**src/rtl/trap_pkg.sv**
```systemverilog
// Shared definitions for the trap sequencer: cause codes, FSM encoding and default handler vector.
package trap_pkg;

  localparam logic [31:0] CAUSE_INT   = 32'h00;
  localparam logic [31:0] CAUSE_SYS   = 32'h20;
  localparam logic [31:0] CAUSE_BRK   = 32'h24;
  localparam logic [31:0] CAUSE_UNDEF = 32'h28;
  localparam logic [31:0] CAUSE_OVF   = 32'h30;

  localparam logic [31:0] HANDLER_VEC_DEF = 32'h0000_0080;

  typedef enum logic [2:0] {
    ST_IDLE    = 3'd0,
    ST_FLUSH   = 3'd1,
    ST_ENTER   = 3'd2,
    ST_HANDLER = 3'd3,
    ST_RETURN  = 3'd4,
    ST_HALT    = 3'd5
  } trap_state_t;

endpackage

```
**src/rtl/trap_sequencer_if.sv**
```systemverilog
// Pipeline-side bundle of the trap sequencer: exception flags and PCs in, pipeline control out.
import trap_pkg::*;

interface trap_sequencer_if #(
  parameter int NUM_IRQ = 4
);
  // instr_valid and redirect_valid are valid-only qualifiers: there is no ready; the
  // receiver must consume the qualified payload in the cycle the valid is high.
  logic [NUM_IRQ-1:0] irq;
  logic               irq_mask_we;
  logic [NUM_IRQ-1:0] irq_mask_wdata;
  logic               instr_valid;
  logic               syscall;
  logic               brk;
  logic               div_by_zero;
  logic               undef_instr;
  logic               overflow;
  logic               eret;
  logic [31:0]        pc;
  logic [31:0]        pc_plus4;

  logic               trap_take;
  logic               flush;
  logic               stall;
  logic               redirect_valid;
  logic [31:0]        redirect_pc;
  logic [31:0]        cause_out;
  logic [31:0]        epc_out;
  logic               in_handler;
  logic [NUM_IRQ-1:0] irq_pending;
  logic               halted;
  trap_state_t        state_dbg;

  modport master (
    output irq, irq_mask_we, irq_mask_wdata, instr_valid, syscall, brk, div_by_zero,
           undef_instr, overflow, eret, pc, pc_plus4,
    input  trap_take, flush, stall, redirect_valid, redirect_pc, cause_out, epc_out,
           in_handler, irq_pending, halted, state_dbg
  );

  modport slave (
    input  irq, irq_mask_we, irq_mask_wdata, instr_valid, syscall, brk, div_by_zero,
           undef_instr, overflow, eret, pc, pc_plus4,
    output trap_take, flush, stall, redirect_valid, redirect_pc, cause_out, epc_out,
           in_handler, irq_pending, halted, state_dbg
  );

endinterface

```
**src/rtl/trap_priority_enc.sv**
```systemverilog
// Picks the single highest-priority trap source for a valid instruction in IDLE.
import trap_pkg::*;

module trap_priority_enc #(
  parameter int NUM_IRQ = 4
) (
  input  logic               instr_valid,
  input  logic               idle,
  input  logic [NUM_IRQ-1:0] int_masked,
  input  logic               syscall,
  input  logic               brk,
  input  logic               div_by_zero,
  input  logic               undef_instr,
  input  logic               overflow,
  output logic               take,
  output logic               is_int,
  output logic               epc_sel_next,
  output logic [31:0]        cause
);

  always_comb begin
    take         = 1'b0;
    is_int       = 1'b0;
    epc_sel_next = 1'b0;
    cause        = 32'h0;
    if (instr_valid && idle) begin
      if (|int_masked) begin
        // Interrupts resume after the current instruction, so EPC is pc+4.
        take         = 1'b1;
        is_int       = 1'b1;
        epc_sel_next = 1'b1;
        cause        = CAUSE_INT | (32'(int_masked) << 8);
      end else if (syscall) begin
        take  = 1'b1;
        cause = CAUSE_SYS;
      end else if (brk || div_by_zero) begin
        take  = 1'b1;
        cause = CAUSE_BRK;
      end else if (undef_instr) begin
        take  = 1'b1;
        cause = CAUSE_UNDEF;
      end else if (overflow) begin
        take  = 1'b1;
        cause = CAUSE_OVF;
      end
    end
  end

endmodule

```
**src/rtl/trap_sequencer.sv**
```systemverilog
// Trap entry/return sequencer: latches cause/EPC, flushes, redirects to the handler and back.
import trap_pkg::*;

module trap_sequencer #(
  parameter int          NUM_IRQ      = 4,
  parameter logic [31:0] HANDLER_VEC  = HANDLER_VEC_DEF,
  parameter int          FLUSH_CYCLES = 2
) (
  input  logic                    clk,
  input  logic                    rst_n,
  trap_sequencer_if.slave         bus
);

  localparam logic [3:0] FLUSH_INIT = 4'(FLUSH_CYCLES - 1);

  trap_state_t        state_q, state_d;
  logic [3:0]         cnt_q;
  logic [NUM_IRQ-1:0] mask_q, pend_q, int_masked;
  logic [31:0]        cause_q, epc_q, enc_cause;
  logic               take_q, enc_take, enc_is_int, enc_epc_next, sync_exc;

  assign int_masked = pend_q & mask_q;
  assign sync_exc   = bus.instr_valid & (bus.syscall | bus.brk | bus.div_by_zero |
                                         bus.undef_instr | bus.overflow);

  trap_priority_enc #(.NUM_IRQ(NUM_IRQ)) u_prio (
    .instr_valid  (bus.instr_valid),
    .idle         (state_q == ST_IDLE),
    .int_masked   (int_masked),
    .syscall      (bus.syscall),
    .brk          (bus.brk),
    .div_by_zero  (bus.div_by_zero),
    .undef_instr  (bus.undef_instr),
    .overflow     (bus.overflow),
    .take         (enc_take),
    .is_int       (enc_is_int),
    .epc_sel_next (enc_epc_next),
    .cause        (enc_cause)
  );

  always_ff @(posedge clk or negedge rst_n) begin
    if (!rst_n) begin
      state_q <= ST_IDLE;
      cnt_q   <= 4'd0;
      mask_q  <= '1;
      pend_q  <= '0;
      cause_q <= 32'h0;
      epc_q   <= 32'h0;
      take_q  <= 1'b0;
    end else begin
      state_q <= state_d;
      take_q  <= enc_take;
      if (bus.irq_mask_we) mask_q <= bus.irq_mask_wdata;
      // New requests win over the clear caused by taking an interrupt.
      pend_q  <= (enc_is_int ? '0 : pend_q) | bus.irq;
      if (enc_take) begin
        cause_q <= enc_cause;
        epc_q   <= enc_epc_next ? bus.pc_plus4 : bus.pc;
        cnt_q   <= FLUSH_INIT;
      end else if (state_q == ST_FLUSH && cnt_q != 4'd0) begin
        cnt_q   <= cnt_q - 4'd1;
      end
    end
  end

  always_comb begin
    state_d            = state_q;
    bus.flush          = 1'b0;
    bus.stall          = 1'b0;
    bus.redirect_valid = 1'b0;
    bus.redirect_pc    = 32'h0;
    bus.in_handler     = 1'b0;
    bus.halted         = 1'b0;
    unique case (state_q)
      ST_IDLE: if (enc_take) state_d = ST_FLUSH;
      ST_FLUSH: begin
        bus.flush = 1'b1;
        bus.stall = 1'b1;
        if (cnt_q == 4'd0) state_d = ST_ENTER;
      end
      ST_ENTER: begin
        bus.redirect_valid = 1'b1;
        bus.redirect_pc    = HANDLER_VEC;
        bus.in_handler     = 1'b1;
        state_d            = ST_HANDLER;
      end
      ST_HANDLER: begin
        bus.in_handler = 1'b1;
        // A fault inside the handler is a double fault; eret is ignored then.
        if (sync_exc) state_d = ST_HALT;
        else if (bus.eret && bus.instr_valid) state_d = ST_RETURN;
      end
      ST_RETURN: begin
        bus.redirect_valid = 1'b1;
        bus.redirect_pc    = epc_q;
        bus.flush          = 1'b1;
        bus.in_handler     = 1'b1;
        state_d            = ST_IDLE;
      end
      ST_HALT: begin
        bus.halted     = 1'b1;
        bus.stall      = 1'b1;
        bus.flush      = 1'b1;
        bus.in_handler = 1'b1;
      end
      default: state_d = ST_IDLE;
    endcase
  end

  assign bus.trap_take   = take_q;
  assign bus.cause_out   = cause_q;
  assign bus.epc_out     = epc_q;
  assign bus.irq_pending = pend_q;
  assign bus.state_dbg   = state_q;

endmodule
```
**src/flat_wrapper.sv**
```systemverilog
// flat-port wrapper written by rule: the top's interface ports become plain ports
module trap_sequencer_flat 
#(
  parameter int          NUM_IRQ      = 4,
  parameter logic [31:0] HANDLER_VEC  = HANDLER_VEC_DEF,
  parameter int          FLUSH_CYCLES = 2
)
  (clk, rst_n, bus_irq, bus_irq_mask_we, bus_irq_mask_wdata, bus_instr_valid, bus_syscall, bus_brk, bus_div_by_zero, bus_undef_instr, bus_overflow, bus_eret, bus_pc, bus_pc_plus4, bus_trap_take, bus_flush, bus_stall, bus_redirect_valid, bus_redirect_pc, bus_cause_out, bus_epc_out, bus_in_handler, bus_irq_pending, bus_halted, bus_state_dbg);
  trap_sequencer_if #(.NUM_IRQ(NUM_IRQ)) bus_i ();
  input  logic clk;
  input  logic rst_n;
  input wire logic [$bits(bus_i.irq)-1:0] bus_irq;
  input wire logic [$bits(bus_i.irq_mask_we)-1:0] bus_irq_mask_we;
  input wire logic [$bits(bus_i.irq_mask_wdata)-1:0] bus_irq_mask_wdata;
  input wire logic [$bits(bus_i.instr_valid)-1:0] bus_instr_valid;
  input wire logic [$bits(bus_i.syscall)-1:0] bus_syscall;
  input wire logic [$bits(bus_i.brk)-1:0] bus_brk;
  input wire logic [$bits(bus_i.div_by_zero)-1:0] bus_div_by_zero;
  input wire logic [$bits(bus_i.undef_instr)-1:0] bus_undef_instr;
  input wire logic [$bits(bus_i.overflow)-1:0] bus_overflow;
  input wire logic [$bits(bus_i.eret)-1:0] bus_eret;
  input wire logic [$bits(bus_i.pc)-1:0] bus_pc;
  input wire logic [$bits(bus_i.pc_plus4)-1:0] bus_pc_plus4;
  output wire logic [$bits(bus_i.trap_take)-1:0] bus_trap_take;
  output wire logic [$bits(bus_i.flush)-1:0] bus_flush;
  output wire logic [$bits(bus_i.stall)-1:0] bus_stall;
  output wire logic [$bits(bus_i.redirect_valid)-1:0] bus_redirect_valid;
  output wire logic [$bits(bus_i.redirect_pc)-1:0] bus_redirect_pc;
  output wire logic [$bits(bus_i.cause_out)-1:0] bus_cause_out;
  output wire logic [$bits(bus_i.epc_out)-1:0] bus_epc_out;
  output wire logic [$bits(bus_i.in_handler)-1:0] bus_in_handler;
  output wire logic [$bits(bus_i.irq_pending)-1:0] bus_irq_pending;
  output wire logic [$bits(bus_i.halted)-1:0] bus_halted;
  output wire logic [$bits(bus_i.state_dbg)-1:0] bus_state_dbg;
  assign bus_i.irq = bus_irq;
  assign bus_i.irq_mask_we = bus_irq_mask_we;
  assign bus_i.irq_mask_wdata = bus_irq_mask_wdata;
  assign bus_i.instr_valid = bus_instr_valid;
  assign bus_i.syscall = bus_syscall;
  assign bus_i.brk = bus_brk;
  assign bus_i.div_by_zero = bus_div_by_zero;
  assign bus_i.undef_instr = bus_undef_instr;
  assign bus_i.overflow = bus_overflow;
  assign bus_i.eret = bus_eret;
  assign bus_i.pc = bus_pc;
  assign bus_i.pc_plus4 = bus_pc_plus4;
  assign bus_trap_take = bus_i.trap_take;
  assign bus_flush = bus_i.flush;
  assign bus_stall = bus_i.stall;
  assign bus_redirect_valid = bus_i.redirect_valid;
  assign bus_redirect_pc = bus_i.redirect_pc;
  assign bus_cause_out = bus_i.cause_out;
  assign bus_epc_out = bus_i.epc_out;
  assign bus_in_handler = bus_i.in_handler;
  assign bus_irq_pending = bus_i.irq_pending;
  assign bus_halted = bus_i.halted;
  assign bus_state_dbg = bus_i.state_dbg;
  trap_sequencer #(.NUM_IRQ(NUM_IRQ), .HANDLER_VEC(HANDLER_VEC), .FLUSH_CYCLES(FLUSH_CYCLES)) u_core (.clk(clk), .rst_n(rst_n), .bus(bus_i));
endmodule
```
**config.mk**
```make
export PLATFORM = sky130hd
export DESIGN_NAME = trap_sequencer_flat
export DESIGN_NICKNAME = d
export VERILOG_FILES = /design/src/rtl/trap_pkg.sv /design/src/rtl/trap_sequencer_if.sv /design/src/rtl/trap_priority_enc.sv /design/src/rtl/trap_sequencer.sv /design/src/flat_wrapper.sv
export SDC_FILE = /design/constraint.sdc
export NUM_CORES = 1
export LEC_CHECK = 0
export ABC_CLOCK_PERIOD_IN_PS = 2180
export BUFFER_PORTS_ARGS = -buffer_cell sky130_fd_sc_hd__buf_2
export CORE_UTILIZATION = 42
export CTS_CLUSTER_DIAMETER = 80
export DETAILED_ROUTE_END_ITERATION = 8
export PLACE_DENSITY_LB_ADDON = 0.05
export SETUP_SLACK_MARGIN = 0.3
export SLEW_MARGIN = 20
export SYNTH_ARGS = -nofsm -noshare
export SYNTH_HDL_FRONTEND = slang
export SYNTH_SLANG_ARGS = --single-unit
```
**constraint.sdc**
```tcl
create_clock -name clk -period 2.18 [get_ports clk]
set_input_delay 0.436 -clock clk [delete_from_list [all_inputs] [get_ports clk]]
set_output_delay 0.436 -clock clk [all_outputs]
set_load 0.01 [all_outputs]
```
==> flow_summary.toml <==
[synth]
async_flop_share_pct = 100
syn_area_per_cell_um2 = 9.45
netlist_top_cells_area = "dfrtp_1 44%, o32ai_1 9.6%, buf_4 6.2%"
ys_types = 39
synth-main-ff-cell = "dfrtp_1"
ys_warn_count = 0
yosysSeqAreaShare_pct = 48.0
synth_cells = 310
synthTopCellsByCount = "52 x dfrtp_1, 40 x inv_1, 35 x a21oi_1, 34 x nor3_1, 32 x o32ai_1"
synth_most_common_cell = "dfrtp_1"
netlist_area_mm2 = 0.00293
synth_edf_count = 0
synth_top_area_share_pct = 44.4
yosysTopAreaCell = "dfrtp_1"
ys_seq_elements = 56

[setup_path]
r2r_start = "u_core.bus.state_dbg[1]$_DFFE_PN0P_"
critPathLaunch = "u_core.bus.state_dbg[1]$_DFFE_PN0P_"
regToRegSetupSlack_ns = 0.32
arrival_ns = 1.44
start_kind = "register"
endpoint = "bus_redirect_pc[15]"
path_class = "register to output port"
crit_path_max_fanout = 14
worst-endpoint-required_ns = 1.74
end_kind = "output port"
reg2reg_depth = 6
worstReg2RegEnd = "u_core.bus.epc_out[29]$_DFFE_PN0P_"

[power]
max-vdd-ir-drop_mv = 0.484
power.density_mw_per_mm2 = 1200
leakagePower_nw = 2.26

[cells_and_area]
syn2layout_area_growth_pct = 53.1
insertedDiodeCount = 0
nNetsFinal = 575
design_area_mm2 = 0.00448
layout-drive-gt1-share_pct = 55.3
instances_no_fill = 572
nFillCells = 565

[sta]
finalClockSkew_ns = 0.00827
fin_crit_ns = 1.87
max_freq_mhz = 534
rsz0062_at_grt = "true"
tns_ns = 0
finalWorstSetupSlack_ns = 0.308
slew_viol_final = 0
finalSetupViolCount = 0
fin_crit_sh_pct = 85.9
hold_viol_final = 0

[hold_path]
hp-class = "input pin to async pin"

[global_routing]
track_usage_pct = 23.4
grt_pass1_wl_um = 13400
grt.overflow.total = 0
grt_max_degree = 41
antenna_found_initial = 0
grt_pass1_vias = 2679

[clocking]
cts_sinks = 56
cts_tree = "built"
cts-htree-levels = 2
ctsHoldBuffers = 0
clkTransAtPathRegs_ns = 0.10
numCtsBuffers = 5
insertion_delay_ns = 0.31
cts.path.max_buffers = 2
cts-root-buf = "clkbuf_8"

[placement]
dp_hpwl_um = 6260
io_buffer_count = 166
gp_congestion = 0.770
dp_slack_ns = 0.136
placed_cells = 548
dpl_cell_area_mm2 = 0.00381

[floorplanning]
initial_core_util_pct = 43.4
rows = 30
coreArea_mm2 = 0.00676
io_pins = 191
die_y_um = 85.5
dieArea_mm2 = 0.00731
fp.dieW_um = 85.5

[route]
ant_nets = 0
via_per_inst = 5.32
routed_wl_um = 9140
vias = 3043
wl_per_cell_um = 16.0
drcViolationCount = 0
drt_iter0_markers = 126
first_pass_iters = 6

[status]
status = "completed"

[flow_run]
maxCapViolCount = 0
[registers in the layout (all words and copies together) (netlist names)]
name and count:
u_core.bus.cause_out 8, u_core.bus.epc_out 32, u_core.bus.irq_pending 4, u_core.mask_q 4
u_core.bus.state_dbg 3, u_core.cnt_q 4, u_core.bus.trap_take 1
[report_power, final]
part | total, mW | switching, mW | internal, mW
registers | 1.77 | 0.282 | 1.49
logic | 3.02 | 1.74 | 1.29
clock network | 0.604 | 0.346 | 0.258
[worst max-delay path: stages (launching register included)]
cell	delay [ns]
dfrtp_2	0.44
nand2b_4	0.20
buf_12	0.17
nor3_1	0.14
buf_2	0.16
[cell usage in the layout (no fill, tap or decap), types with 3 or more instances in the layout]
| cell | synthesis | final |
|---|---|---|
| nor2_1 | 9 | 7 |
| inv_1 | 40 | 40 |
| nand3_1 | 3 | 3 |
| buf_12 | 0 | 6 |
| dfrtp_1 | 52 | 50 |
| a21o_1 | 6 | 5 |
| nor3_1 | 34 | 17 |
| nor3_2 | 0 | 15 |
| mux2_2 | 4 | 4 |
| buf_4 | 24 | 21 |
| conb_1 | 1 | 24 |
| mux2i_1 | 4 | 4 |
| o32ai_2 | 0 | 24 |
| nand2_1 | 9 | 9 |
| dfstp_2 | 4 | 4 |
| a21oi_1 | 35 | 35 |
| o21ai_0 | 3 | 3 |
| clkbuf_8 | 0 | 6 |
| o32ai_1 | 32 | 6 |
| buf_2 | 10 | 166 |
[worst min-delay path by stage]
stage                                      endpoint  slack (ns)  depth (start not counted)   from
3_3_place_gp      u_core.bus.epc_out[8]$_DFFE_PN0P_        0.39                          1  rst_n
3_5_place_dp      u_core.bus.epc_out[8]$_DFFE_PN0P_        0.40                          1  rst_n
4_1_cts        u_core.bus.cause_out[11]$_DFFE_PN0P_        0.06                          1  rst_n
6_report          u_core.bus.epc_out[8]$_DFFE_PN0P_        0.06                          1  rst_n
2_1_floorplan  u_core.bus.cause_out[10]$_DFFE_PN0P_        0.14                          0  rst_n
5_1_grt        u_core.bus.cause_out[11]$_DFFE_PN0P_        0.07                          1  rst_n
[cell families after synthesis]
logic type,share of synthesized area (%)
AO/OA/AOI/OAI,20.8
XOR/XNOR,0.897
adder cells (fa/ha/maj),0.854
buffers and inverters,14.7
flip-flops,48.0
multiplexers,2.90
other,0.128
AND/OR/NAND/NOR,11.8
[repair_timing]
action / CTS / global route
resized for setup: 12 / 61
endpoints found under the hold margin: 0 / 0
pin swaps: 0 / 4
buffers inserted: 5 / 8
cloned: 0 / 3
setup endpoints to repair: 54 / 61
[layout make-up]
cell class	count	area [um2]	share of cell area (%)
multi-input cells	191	1550	34.7
flip-flops and latches	56	1410	31.4
repair buffers	196	1170	26.1
inverters	41	154	3.43
well taps	80	100	2.23
clock buffers	6	82.6	1.84
clock inverters	2	15.0	0.335
[per-layer routing]
layer | part of all wire [%] | routed length, um | global-route usage [%] | vias to the layer above
li1 | - | - | - | 1407
met1 | 44 | 4030 | 32.3 | 1492
met2 | 49 | 4450 | 38.9 | 135
met3 | 6.0 | 549 | 3.85 | 9
met4 | 1.3 | 119 | 5.45 | 0
met5 | 0 | 0 | 0 | -
[through the flow]
| step | power [mW] | hold slack [ns] | utilization [%] |
|---|---|---|---|
| floorplan | 3.19 | 0.140 | - |
| global placement | 4.15 | 0.394 | 56.4 |
| detailed placement | 4.20 | 0.399 | 56.4 |
| CTS | 4.91 | 0.0556 | 59.0 |
| global route | 5.79 | 0.0744 | 66.4 |
| finish | 5.40 | 0.0605 | 66.4 |
Power figures use the tool's default switching activity.
